--- config.mk ---
export PLATFORM = sky130hd
export DESIGN_NAME = ohrr_arbiter
export DESIGN_NICKNAME = d
export VERILOG_FILES = /design/src/rtl/ohrr_pkg.sv /design/src/rtl/rr_pick.sv /design/src/rtl/ohrr_arbiter.sv
export SDC_FILE = /design/constraint.sdc
export NUM_CORES = 1
export LEC_CHECK = 0
export ABC_CLOCK_PERIOD_IN_PS = 4600
export BUFFER_PORTS_ARGS = -buffer_cell sky130_fd_sc_hd__buf_2
export CAP_MARGIN = 20
export CELL_PAD_IN_SITES_DETAIL_PLACEMENT = 1
export CELL_PAD_IN_SITES_GLOBAL_PLACEMENT = 1
export CORE_MARGIN = 1.5
export CORE_UTILIZATION = 35
export DETAILED_ROUTE_END_ITERATION = 12
export PLACE_DENSITY_LB_ADDON = 0.1
export SLEW_MARGIN = 40
export SYNTH_ARGS = -nofsm -noshare
export SYNTH_HDL_FRONTEND = slang
export SYNTH_HIERARCHICAL = 1
export SYNTH_SLANG_ARGS = --single-unit
export TNS_END_PERCENT = 10
--- constraint.sdc ---
create_clock -name clk -period 4.6 [get_ports clk]
set_input_delay 0.69 -clock clk [delete_from_list [all_inputs] [get_ports clk]]
set_output_delay 0.69 -clock clk [all_outputs]
set_load 0.01 [all_outputs]
--- src/rtl/ohrr_pkg.sv ---
// Shared types and helpers for the one-hot round-robin arbiter.
// The optional hold timeout is enabled with the macro OHRR_TIMEOUT_EN.
package ohrr_pkg;

    localparam int OHRR_N        = 3;
    localparam int OHRR_MAX_HOLD = 8;

    // Controller states are one-hot so the state bits can be decoded directly.
    typedef enum logic [2:0] {
        IDLE    = 3'b001,
        GRANT   = 3'b010,
        RELEASE = 3'b100
    } state_t;

    // OR of the indices of all set bits; exact for a legal one-hot vector.
    function automatic int onehot_to_idx(input logic [31:0] vec);
        int idx;
        idx = 0;
        for (int i = 0; i < 32; i++) begin
            if (vec[i]) begin
                idx = idx | i;
            end
        end
        return idx;
    endfunction

endpackage

--- src/rtl/rr_pick.sv ---
// Combinational rotating-priority picker: the first set req bit at or after
// last+1, wrapping modulo N.
module rr_pick
    import ohrr_pkg::*;
#(
    parameter  int N   = OHRR_N,
    localparam int IDW = $clog2(N)
) (
    input  logic [N-1:0]   req,
    input  logic [IDW-1:0] last,
    output logic [IDW-1:0] pick_idx,
    output logic           pick_valid
);

    logic [IDW-1:0] cand [N];

    // cand[k] is the requester with the k-th highest priority this cycle.
    for (genvar gi = 0; gi < N; gi++) begin : g_cand
        assign cand[gi] = IDW'((int'(last) + gi + 1) % N);
    end

    // Scan from lowest priority upward so the highest-priority hit wins.
    always_comb begin
        pick_idx   = '0;
        pick_valid = 1'b0;
        for (int i = N - 1; i >= 0; i--) begin
            if (req[cand[i]]) begin
                pick_idx   = cand[i];
                pick_valid = 1'b1;
            end
        end
    end

endmodule

--- src/rtl/ohrr_arbiter.sv ---
// Round-robin arbiter driving a one-hot shared resource with a mandatory dead
// cycle between owners. Define OHRR_TIMEOUT_EN to add a forced-release timeout.
module ohrr_arbiter
    import ohrr_pkg::*;
#(
    parameter  int N        = OHRR_N,
    parameter  int MAX_HOLD = OHRR_MAX_HOLD,
    localparam int IDW      = $clog2(N)
) (
    input  logic           clk,
    input  logic           rst_n,
    input  logic [N-1:0]   req,
    input  logic [N-1:0]   done,
    output logic [N-1:0]   gnt,
    output logic [IDW-1:0] gnt_id,
    output logic           busy,
    output logic           timeout
);

    if (MAX_HOLD < 2) begin : g_bad_hold
        $error("ohrr_arbiter: MAX_HOLD must be at least 2");
    end

    state_t         state_reg, state_next;
    logic [N-1:0]   gnt_reg, gnt_next;
    logic [IDW-1:0] gnt_id_reg, gnt_id_next;
    logic [IDW-1:0] last_reg, last_next;
    logic           busy_reg, busy_next;
    logic           timeout_reg, timeout_next;
    logic [IDW-1:0] pick_idx;
    logic           pick_valid;
    logic           owner_release;
    logic           hold_hit;

    rr_pick #(.N(N)) u_pick (
        .req        (req),
        .last       (last_reg),
        .pick_idx   (pick_idx),
        .pick_valid (pick_valid)
    );

    assign owner_release = done[gnt_id_reg] | ~req[gnt_id_reg];

`ifdef OHRR_TIMEOUT_EN
    localparam int HOLD_W = $clog2(MAX_HOLD) + 1;

    logic [HOLD_W-1:0] hold_reg, hold_next;

    assign hold_hit = (hold_reg == HOLD_W'(MAX_HOLD - 1));

    always_comb begin
        hold_next = hold_reg;
        if (state_reg == IDLE && pick_valid) begin
            hold_next = '0;
        end else if (state_reg == GRANT) begin
            hold_next = hold_reg + 1'b1;
        end
    end

    always_ff @(posedge clk or negedge rst_n) begin
        if (!rst_n) begin
            hold_reg <= '0;
        end else begin
            hold_reg <= hold_next;
        end
    end
`else
    assign hold_hit = 1'b0;
`endif

    always_comb begin
        state_next   = state_reg;
        gnt_next     = gnt_reg;
        gnt_id_next  = gnt_id_reg;
        last_next    = last_reg;
        busy_next    = busy_reg;
        timeout_next = 1'b0;
        case (state_reg)
            IDLE: begin
                if (pick_valid) begin
                    gnt_next    = N'(1) << pick_idx;
                    gnt_id_next = pick_idx;
                    busy_next   = 1'b1;
                    state_next  = GRANT;
                end else begin
                    gnt_next  = '0;
                    busy_next = 1'b0;
                end
            end
            GRANT: begin
                if (owner_release || hold_hit) begin
                    gnt_next     = '0;
                    busy_next    = 1'b0;
                    last_next    = IDW'(onehot_to_idx(32'(gnt_reg)));
                    timeout_next = ~owner_release;
                    state_next   = RELEASE;
                end
            end
            RELEASE: begin
                gnt_next   = '0;
                busy_next  = 1'b0;
                state_next = IDLE;
            end
            default: begin
                gnt_next   = '0;
                busy_next  = 1'b0;
                state_next = IDLE;
            end
        endcase
    end

    always_ff @(posedge clk or negedge rst_n) begin
        if (!rst_n) begin
            state_reg   <= IDLE;
            gnt_reg     <= '0;
            gnt_id_reg  <= '0;
            last_reg    <= IDW'(N - 1);
            busy_reg    <= 1'b0;
            timeout_reg <= 1'b0;
        end else begin
            state_reg   <= state_next;
            gnt_reg     <= gnt_next;
            gnt_id_reg  <= gnt_id_next;
            last_reg    <= last_next;
            busy_reg    <= busy_next;
            timeout_reg <= timeout_next;
        end
    end

    assign gnt     = gnt_reg;
    assign gnt_id  = gnt_id_reg;
    assign busy    = busy_reg;
    assign timeout = timeout_reg;

endmodule

Word level (Yosys, flattened, before mapping)
Index checks and enable logic that the tools add are counted.
{"block": "totals", "ff_bits": 12, "in_bits": 8, "out_inout_bits": 7, "wordCells": 57}
{"block": "classes", "n_addsub": 4, "div": 3, "magnitude_cmp": 4, "n_eq_ne": 4, "shifts": 1, "n_mux": 29, "bitwise": 3, "reduce_logical": 3}
{"operator": "32-bit by 3-bit modulo with 32-bit output (second input constant)", "count": 3}
{"operator": "32-bit by 2-bit adder with 32-bit output (second input constant)", "count": 2}
{"operator": "1-bit 2-to-1 mux", "count": 13}
{"operator": "2-bit by 3-bit less-than comparator with 1-bit output (second input constant)", "count": 4}
{"operator": "3-bit 2-to-1 mux", "count": 4}
{"operator": "3-bit one-hot mux with 2 select lines", "count": 2}
{"operator": "1-bit binary-select mux with 2-bit select", "count": 5}
{"operator": "2-bit 2-to-1 mux", "count": 4}
{"operator": "2-bit AND reduction", "count": 3}
{"operator": "2-bit inequality test (second input constant)", "count": 2}
{"operator": "2-bit by 1-bit adder with 3-bit output (second input constant)", "count": 1}
{"operator": "2-bit by 2-bit adder with 3-bit output (second input constant)", "count": 1}
{"operator": "3-bit by 1-bit equality test with 1-bit output (second input constant)", "count": 1}
{"operator": "3-bit by 2-bit equality test with 1-bit output (second input constant)", "count": 1}
{"operator": "1-bit by 2-bit left shift with 3-bit output (first input constant)", "count": 1}
{"operator": "1-bit inverter", "count": 2}
{"operator": "1-bit one-hot mux with 2 select lines", "count": 1}
{"operator": "1-bit OR", "count": 1}

Depth between registers and ports, before layout
{"block": "logic_depth", "depth_word": 11, "ltp_mapped": 9}

Modules after synthesis
Netlist, hierarchy kept.
{"mod": "ohrr_arbiter", "n_inst": 1, "cells_per_inst": 45, "area_each_um2": 493.0, "seq_area_each_um2": 277.8}
{"mod": "rr_pick", "n_inst": 1, "cells_per_inst": 27, "area_each_um2": 191.4, "seq_area_each_um2": 0.0}

Least setup slack after synthesis
No wires, ideal clock.
{"block": "synth_path", "path_type": "flip-flop to flip-flop", "from": "register last_reg[1]", "to": "register gnt_reg[2] (netlist: gnt[2])", "setup_time_ps": 122, "t_arrival_ps": 1861, "t_required_ps": 4478, "path_slack_ps": 2617, "path_stages_with_launch": 8, "path_buffers": 0, "cell_sequence": "dfstp_2 ha_1 or2_4 a21o_1 a211o_1 and4bb_2 nand3b_1 o21ai_1"}
{"item": "start: declaration", "line": "ohrr_arbiter.sv:27", "text": "logic [IDW-1:0] last_reg, last_next;"}
{"item": "start signal: assignment", "line": "ohrr_arbiter.sv:117", "text": "last_reg <= IDW'(N - 1);"}
{"item": "start signal: assignment", "line": "ohrr_arbiter.sv:124", "text": "last_reg <= last_next;"}
{"item": "2-bit by 2-bit adder with 3-bit output", "line": "rr_pick.sv:19", "text": "assign cand[gi] = IDW'((int'(last) + gi + 1) % N);"}
{"item": "32-bit by 2-bit adder with 32-bit output", "line": "rr_pick.sv:19"}
{"item": "32-bit by 3-bit modulo with 32-bit output", "line": "rr_pick.sv:19"}
{"item": "1-bit binary-select mux with 2-bit select", "line": "rr_pick.sv:27", "text": "if (req[cand[i]]) begin"}
{"item": "1-bit 2-to-1 mux (implied by the code)", "line": "rr_pick.sv:27"}
{"item": "1-bit 2-to-1 mux (2 in a row)", "line": "rr_pick.sv:27"}
{"item": "1-bit 2-to-1 mux (*)", "line": "rr_pick.sv:27"}
{"item": "named net pick_valid", "line": "ohrr_arbiter.sv:31", "text": "logic pick_valid;"}
{"item": "3-bit 2-to-1 mux (*)", "line": "ohrr_arbiter.sv:80", "text": "if (pick_valid) begin"}
{"item": "3-bit one-hot mux with 2 select lines (*)", "line": "ohrr_arbiter.sv:78", "text": "case (state_reg)"}
{"item": "end signal: assignment", "line": "ohrr_arbiter.sv:122", "text": "gnt_reg <= gnt_next;"}
{"item": "end: declaration", "line": "ohrr_arbiter.sv:25", "text": "logic [N-1:0] gnt_reg, gnt_next;"}
Mark *: on every way through the listed nets, which the timed path passes. The rest lies on a longest branch. The select of a mux whose other input is x is not followed.
A chain may end at the register's enable or synchronous reset.

Worst setup path in the final report
{"block": "layout_path", "from": "register last_reg[1]", "to": "register gnt_reg[1] (netlist: gnt[1])"}
The elaborated chain is that of the path after synthesis.

==> results.cfg <==
[synthesis]
syn-num-nets = 84
synth_area_leaders = dfrtp_1, dfstp_2, ha_1
synth_cell_types = 30
synth_ff_type = dfrtp_1
netlist_instances = 72
synth_area_per_cell_sq_um = 9.51
yosys_warnings = 6
synth.top_cell.area_share_pct = 32.9
syn-cell-area_sq_um = 684
ys_seq_area_share_pct = 40.6
ys_async_sr_fraction_pct = 100
synth_edf_count = 0
post-synth-top-area-cell = dfrtp_1
ys_seq_elements = 11

[final_layout]
multi_input_area_sq_um = 369
final_nets = 101
nFillCells = 217
drive_gt1_share_pct = 27.3
n_antenna_cell = 0
final_cell_count_no_fill = 113
seqCellArea_sq_um = 278
syn_to_final_growth_pct = 16.8

[drt]
dr.pass1.iters = 4
ant_nets = 0
via_count = 548
routed_wl_um = 1340
wl_per_cell_um = 11.9
drc = 0
drt_iter0_markers = 4
vias_per_cell = 4.85

[cts]
clock_path_buffers = 2
clk_latency_ps = 260
cts_htree_levels = 1
cts_setup_buffers = 0
cts_tree = built
numCtsBuffers = 3
clock_sinks = 11
root_buffer = clkbuf_4
cts-resized-gates = 0
clkTransAtPathRegs_ps = 70
postCtsHoldBufs = 0

[floorplanning]
die_height_um = 47.2
io_pins = 15
die-width_um = 47.2
num_rows = 15
core_sq_um = 1780
start_util_pct = 38.4
die-area_sq_um = 2230

[sta]
fmax_ghz = 0.473
hold_slack_ps = 280
rsz0062_at_grt = false
setup_viol = 0
fin_setup_tns_ps = 0
clock_skew_ps = 1.06
fin_crit_ps = 2120
period_share_pct = 46.0
hold_violations = 0
finalMaxSlewViolations = 0

[global_routing]
grt-busiest-layer = met2
grt_pass1_vias = 529
grt_use_total_pct = 14.7
grt_overflow_total = 0
grt_use_met3_pct = 1.15
met2_usage_pct = 22.2
use_met1_pct = 18.7
grt_first_pass_wirelength_um = 2190
grt_max_degree = 12
antenna_found_initial = 0

[worst_setup_path]
critical_path_class = flip-flop to flip-flop
critPathArrivalTime_ps = 2270
crit_path_end_kind = flip-flop
path_max_fanout = 7
cp.required_ps = 4750
start_kind = flip-flop

[placed_design]
detailed_place_hpwl_um = 1110
place_congestion = 0.774
dpl.cell_count = 109
io_buffers = 13

[outcome]
outcome = completed

[power_and_ir_drop]
powerDensity_nw_per_um2 = 604
leakage_nw = 0.379
peakVddDrop_mv = 0.226

[run]
maxCapViolCount = 0

[worst_hold_path]
holdCritPathClass = input pin to asynchronous set/reset pin
==> cell families after synthesis <==
family / synth area share (%)
DFF: 40.6
other: 0.548
muxes: 7.68
adders and majority gates: 7.31
and+or+nand+nor: 21.4
buffers and inverters: 5.49
AOI/OAI and AO/OA: 17.0
==> cells in the mapped netlist (2+ instances only) <==
| master | n |
|---|---|
| nand2_1 | 11 |
| ha_1 | 4 |
| dfrtp_1 | 9 |
| nor2_1 | 4 |
| a21oi_1 | 2 |
| o21ai_0 | 3 |
| mux2i_1 | 3 |
| nand2b_1 | 2 |
| dfstp_2 | 2 |
| mux2_1 | 2 |
| inv_1 | 8 |
| o21ai_1 | 3 |
| nor2b_1 | 2 |
==> placed cells by master (no fill, tap or decap), drive strengths merged <==
cell     synthesis  final
ha               4      4
nor3b            2      2
nor2             4      4
or2              1      1
nand3            1      1
a21boi           1      1
a22oi            1      1
conb             1      1
nand4bb          1      1
o2bb2ai          1      1
mux2             2      2
inv              8      8
o21ai            6      6
nand2           11     11
dfrtp            9      9
o31ai            1      1
a21oi            2      2
a211o            1      1
buf              1     13
and4bb           1      1
clkbuf           0      4
nand3b           1      1
o32ai            1      1
o22ai            1      1
nand2b           2      2
a21o             1      1
nor2b            2      2
dfstp            2      2
mux2i            3      3
==> final timing paths <==
path                                  start  cells past startpoint           end  slack (ps)
worst max-delay path            last_reg[1]                      8        gnt[1]        2480
min in group clk                     gnt[0]                      2        gnt[0]         530
worst max register to register  last_reg[1]                      8        gnt[1]        2480
max in group asynchronous             rst_n                      1  state_reg[0]        4060
worst min-delay path                  rst_n                      1        gnt[2]         280
worst min register to register       gnt[0]                      2        gnt[0]         530
==> critical path: stages (launching register included) <==
cell       delay [ps]
dfstp_2           550
ha_1              310
or2_4             270
a21o_1            160
a211o_1           300
nand4bb_1         220
nor2_1             70
nand2_1            70
o21ai_1            50
==> power by group <==
group	internal, W	switching, W
registers	0.000141	0.0000307
clock network	0.0000336	0.0000313
logic	0.000113	0.000134
==> per-layer routing <==
| layer | up-vias | wire length (um) | part of all wire (%) |
|---|---|---|---|
| li1 | 276 | - | - |
| met1 | 257 | 652 | 49 |
| met2 | 11 | 617 | 46 |
| met3 | 4 | 39 | 2.9 |
| met4 | 0 | 33 | 2.5 |
| met5 | - | 0 | 0 |
==> through the flow <==
stage	setup slack [ps]	power, W	cell area [sq um]	util, %
finish	2480	0.000483	800	44.8
global route	2340	0.000530	800	44.8
CTS	2480	0.000491	800	44.8
detailed placement	2490	0.000424	773	43.4
global placement	2500	0.000422	773	43.4
floorplan	2620	0.000358	684	-
==> layout make-up <==
| cell class | instances | share of cell area (%) |
|---|---|---|
| inverter | 8 | 3.76 |
| tap | 25 | 3.91 |
| timing repair buffer | 13 | 8.14 |
| sequential | 11 | 34.7 |
| multi-input combinational | 52 | 46.2 |
| clock buffer | 4 | 3.29 |
Note: power is estimated with default switching activity, not from simulation.
